==> src/rtl/wisc_mem_pkg.sv <==
// Shared types and geometry for the 16-bit word memory interface.
package wisc_mem_pkg;

  typedef enum logic {
    IDLE = 1'b0,
    FILL = 1'b1
  } fill_state_t;

  localparam int WORD_BYTES      = 2;
  localparam int BLOCK_BYTES     = 16;
  localparam int WORDS_PER_BLOCK = BLOCK_BYTES / WORD_BYTES;
  localparam int WORD_IDX_W      = $clog2(WORDS_PER_BLOCK);

endpackage

==> src/rtl/sat_counter.sv <==
// Up-counter with synchronous clear that holds once it reaches LIMIT.
module sat_counter #(
  parameter int WIDTH = 4,
  parameter int LIMIT = 8
) (
  input  logic             clk,
  input  logic             rst_n,
  input  logic             i_clr,
  input  logic             i_en,
  output logic [WIDTH-1:0] o_count
);

  localparam logic [WIDTH-1:0] LIM = WIDTH'(LIMIT);

  logic [WIDTH-1:0] r_count;

  // Clear has priority; counting stops at the limit.
  always_ff @(posedge clk or negedge rst_n) begin
    if (!rst_n) begin
      r_count <= '0;
    end else if (i_clr) begin
      r_count <= '0;
    end else if (i_en && (r_count < LIM)) begin
      r_count <= r_count + WIDTH'(1);
    end
  end

  assign o_count = r_count;

endmodule

==> src/rtl/cache_fill_fsm.sv <==
// Cache block fill initiator: issues one read per word of the missing block,
// streams returned words into the data array, writes the tag on the last word.
module cache_fill_fsm #(
  parameter int ADDR_WIDTH      = 16,
  parameter int WORDS_PER_BLOCK = wisc_mem_pkg::WORDS_PER_BLOCK,
  parameter int WORD_IDX_W      = wisc_mem_pkg::WORD_IDX_W
) (
  input  logic                  clk,
  input  logic                  rst,
  input  logic                  miss_detected,
  input  logic [ADDR_WIDTH-1:0] miss_address,
  output logic                  fsm_busy,
  output logic                  mem_en,
  output logic                  mem_wr,
  output logic [ADDR_WIDTH-1:0] memory_address,
  input  logic                  memory_data_valid,
  input  logic [15:0]           memory_data,
  output logic                  write_data_array,
  output logic [WORD_IDX_W-1:0] fill_word,
  output logic [15:0]           fill_data,
  output logic                  write_tag_array,
  output logic                  fill_done
);

  import wisc_mem_pkg::*;

  localparam int                    CNT_W    = WORD_IDX_W + 1;
  localparam logic [CNT_W-1:0]      CNT_FULL = CNT_W'(WORDS_PER_BLOCK);
  localparam logic [CNT_W-1:0]      CNT_LAST = CNT_W'(WORDS_PER_BLOCK - 1);
  localparam logic [ADDR_WIDTH-1:0] BLK_MASK =
    ~ADDR_WIDTH'(WORDS_PER_BLOCK * WORD_BYTES - 1);

  fill_state_t           r_state;
  logic [ADDR_WIDTH-1:0] r_base_addr;
  logic [CNT_W-1:0]      w_issue_cnt;
  logic [CNT_W-1:0]      w_rcv_cnt;
  logic                  w_fill;
  logic                  w_start;
  logic                  w_mem_en;
  logic                  w_wr_data;
  logic                  w_last;

  assign w_fill    = (r_state == FILL);
  assign w_start   = (r_state == IDLE) && miss_detected;
  assign w_mem_en  = w_fill && (w_issue_cnt < CNT_FULL);
  assign w_wr_data = w_fill && memory_data_valid && (w_rcv_cnt < CNT_FULL);
  assign w_last    = w_wr_data && (w_rcv_cnt == CNT_LAST);

  sat_counter #(
    .WIDTH (CNT_W),
    .LIMIT (WORDS_PER_BLOCK)
  ) u_issue_cnt (
    .clk     (clk),
    .rst_n   (rst),
    .i_clr   (w_start),
    .i_en    (w_mem_en),
    .o_count (w_issue_cnt)
  );

  sat_counter #(
    .WIDTH (CNT_W),
    .LIMIT (WORDS_PER_BLOCK)
  ) u_rcv_cnt (
    .clk     (clk),
    .rst_n   (rst),
    .i_clr   (w_start),
    .i_en    (w_wr_data),
    .o_count (w_rcv_cnt)
  );

  // Latch the block-aligned base on a miss; return to IDLE on the last word.
  always_ff @(posedge clk or negedge rst) begin
    if (!rst) begin
      r_state     <= IDLE;
      r_base_addr <= '0;
    end else begin
      case (r_state)
        IDLE: begin
          if (miss_detected) begin
            r_base_addr <= miss_address & BLK_MASK;
            r_state     <= FILL;
          end
        end
        FILL: begin
          if (w_last) begin
            r_state <= IDLE;
          end
        end
        default: r_state <= IDLE;
      endcase
    end
  end

  assign fsm_busy         = w_fill;
  assign mem_en           = w_mem_en;
  assign mem_wr           = 1'b0;
  assign memory_address   = w_fill ?
    (r_base_addr + ADDR_WIDTH'(w_issue_cnt) * ADDR_WIDTH'(WORD_BYTES)) : '0;
  assign write_data_array = w_wr_data;
  assign fill_word        = w_rcv_cnt[WORD_IDX_W-1:0];
  assign fill_data        = memory_data;
  assign write_tag_array  = w_last;
  assign fill_done        = w_last;

endmodule

==> config.mk <==
export PLATFORM = sky130hd
export DESIGN_NAME = cache_fill_fsm
export DESIGN_NICKNAME = d
export VERILOG_FILES = /design/src/rtl/wisc_mem_pkg.sv /design/src/rtl/sat_counter.sv /design/src/rtl/cache_fill_fsm.sv
export SDC_FILE = /design/constraint.sdc
export NUM_CORES = 1
export LEC_CHECK = 0
export CAP_MARGIN = 20
export CORE_ASPECT_RATIO = 1.4
export CORE_UTILIZATION = 39
export CTS_BUF_LIST = sky130_fd_sc_hd__clkbuf_8
export CTS_CLUSTER_DIAMETER = 100
export DETAILED_ROUTE_END_ITERATION = 6
export HOLD_SLACK_MARGIN = 0.1
export PLACE_DENSITY = 0.82
export SYNTH_ARGS = -nofsm -noshare
export SYNTH_HDL_FRONTEND = slang
export SYNTH_HIERARCHICAL = 1
export SYNTH_SLANG_ARGS = --single-unit
export TNS_END_PERCENT = 50
==> constraint.sdc <==
create_clock -name clk -period 2 [get_ports clk]
set_input_delay 0.3 -clock clk [delete_from_list [all_inputs] [get_ports clk]]
set_output_delay 0.3 -clock clk [all_outputs]
set_load 0.1 [all_outputs]
==> run metrics <==
Mean Syn Cell Area 9.545 um^2; Slowest-stage cell, CP dfrtp_2; Fin. Hold Viols 0; number of global-route vias before repair 1104; Initial DRC Count 17; failing checks setup timing; final HPWL from detailed placement 2443 um; routed vias 1092; CTS hold repair buffers 0; total clock sinks 21; Worst Hold Class in -> async; status complete, but fails checks; final worst slack -0.1735 ns; Req. time, crit path 1.70 ns; Synth Flop Type dfrtp_1; RSZ-0062 raised after global routing true; CTS tree built; worst reg2reg setup slack 0.52 ns; Core Footprint 3183 um^2; met2 Track Usage GR 32.47%; final wirelength 3080 um; DR WL/cell 14.74 um; # H-tree levels 1; clk buf depth 2; Mapped Cells 140; Worst Clk Skew 0.001462 ns; WP data arrival 1.87 ns; Finished Layout Cells 209; worst skew pair latency 0.26 ns; Die ar. 3668 um^2; Synth warnings 6; layout cells sized above 1 50.59%; total gr overflow 0; Via density 5.225; Ant. Diodes 0; final setup vio count 6; initial antenna violation count 0; routability cong. 0.8336; first-pass GRT wire length 4892 um; Total Routing Usage GR 17.93%; Slew Limit Fails 0; global route hottest layer met2; clk slew on worst S/H paths 0.07 ns; Seq/Total Area, Yosys 39.33%; Antenna Nets Post-Route 0; Place WS -0.09251 ns; Max-Cap Viols 0; Final #Nets 211; Initial Util 41.98%; row count 24; drt first pass iters 4; DRC viols 0; met1 usage 18.24%; GR Util met3 2.760%; Util after Layout 68.36%; Worst Path Max Fanout 5; Netlist cell types 32; Root Driver clkbuf_8; total CTS buffers 3; EDFF count, synth 0; Fmax 460.1 MHz; IO buf count 38; synth-to-layout area growth 62.83%; max incr delay on CP 0.42 ns; Yosys reg bits 21; Crit Path Category reg -> out; Syn Std Cell Area 1336 um^2; die width 51.47 um; CP Launch Type flip-flop; # IOs 77; Critical Path Sink Type output pin; minimum clock period 2.174 ns; FFs w/ async S/R, synth 100.0%; placed cells 202; r2r startpoint fsm_busy$_DFF_PN0_; CP cell instances ha_4, nand4_1, buf_6, or4_4, a21oi_4, buf_12; chip height 71.26 um; largest net degree at the start of global routing 22; crit share post-route 108.7%; reg2reg path depth 6; r2r endpoint u_issue_cnt/o_count[0]$_DFFE_PN0P_
[cell families (layout without fill, tap and decap cells)]
group	count (synthesis)	in the layout	synth area share, %
compound gates	19	19	8.802
xor+xnor	6	6	3.933
fa+ha+maj	4	4	3.745
buf+inv	27	56	13.20
flops	21	21	39.33
mux	12	12	9.832
other cells	1	2	0.2806
simple gates	50	50	20.88
[worst max-delay path, delay by kind of cell (launching register included)]
family | cells | cell delay, ns
AO/OA/AOI/OAI | 1 | 0.16
adder cells (fa/ha/maj) | 1 | 0.15
buffers and inverters | 2 | 0.35
flip-flops | 1 | 0.42
AND/OR/NAND/NOR | 2 | 0.53
[cells in the mapped netlist, drive strengths merged (4+ instances only)]
library cell  instances  area share (%)
buf                  22              12
dfrtp                21              39
nor2                 14             3.9
nand2                10             2.8
mux2                  9             7.6
a21oi                 8             3.6
o21ai                 6             2.2
and2                  4             1.9
ha                    4             3.7
inv                   4             1.1
nand3                 4             1.9
xor2                  4             2.6
[layout make-up]
type | count | area [um^2]
fill | 257 | 1007
clock inverter | 1 | 3.754
tap | 39 | 48.80
clock buffer | 3 | 41.29
sequential | 21 | 543.0
timing repair buffer | 48 | 639.4
multi-input combinational | 93 | 884.6
inverter | 4 | 15.01
[what timing repair did]
item,in CTS,in global routing
setup endpoints to repair,8,8
gates resized for setup,6,3
buffers inserted,2,1
gates cloned,0,0
pin swaps,1,1
hold endpoints to repair,0,0
[state kept, by name, summed over array words and instances, names as in the netlist]
name / cells
u_issue_cnt/o_count: 4
r_base_addr: 12
u_rcv_cnt/o_count: 4
fsm_busy: 1
[stage by stage]
stage	TNS (ns)	cell area [um^2]	hold WS [ns]
after detailed placement	-0.1762	2069	0.5342
after CTS	-0.8588	2148	0.3800
after floorplan	-1.144	1607	0.004409
after global placement	0	2069	0.5097
final	-0.7415	2176	0.3774
after global routing	-1.340	2176	0.4036
[per-layer routing]
metal	part of all wire, %	wire (um)	vias to the layer above
met2	55	1685	41
met4	4.5	140	0
li1	-	-	513
met1	36	1124	524
met5	0	0	-
met3	4.2	130	14
[worst max-delay path by stage]
stage / startpoint / slack, ns / end
global route: r_base_addr[4]$_DFFE_PN0P_ / -0.25 / memory_address[13]
floorplan: fsm_busy$_DFF_PN0_ / -0.23 / write_tag_array
CTS: r_base_addr[4]$_DFFE_PN0P_ / -0.17 / memory_address[13]
global placement: r_base_addr[4]$_DFFE_PN0P_ / 0.04 / memory_address[15]
detailed placement: r_base_addr[4]$_DFFE_PN0P_ / -0.09 / memory_address[15]
finish: r_base_addr[4]$_DFFE_PN0P_ / -0.17 / memory_address[13]
[placed cells by master, fill, tap and decap left out, drive strengths merged, types with 5 or more instances in the layout]
cell	Yosys	final
nor2	14	14
buf	22	33
clkdlybuf4s50	0	15
o21ai	6	6
inv	4	5
dfrtp	21	21
nand2	10	10
mux2	9	9
a21oi	8	8
Power is left out: the tool's default activity adds up to more than one toggle a clock period on the data nets, which glitch-free logic cannot reach.
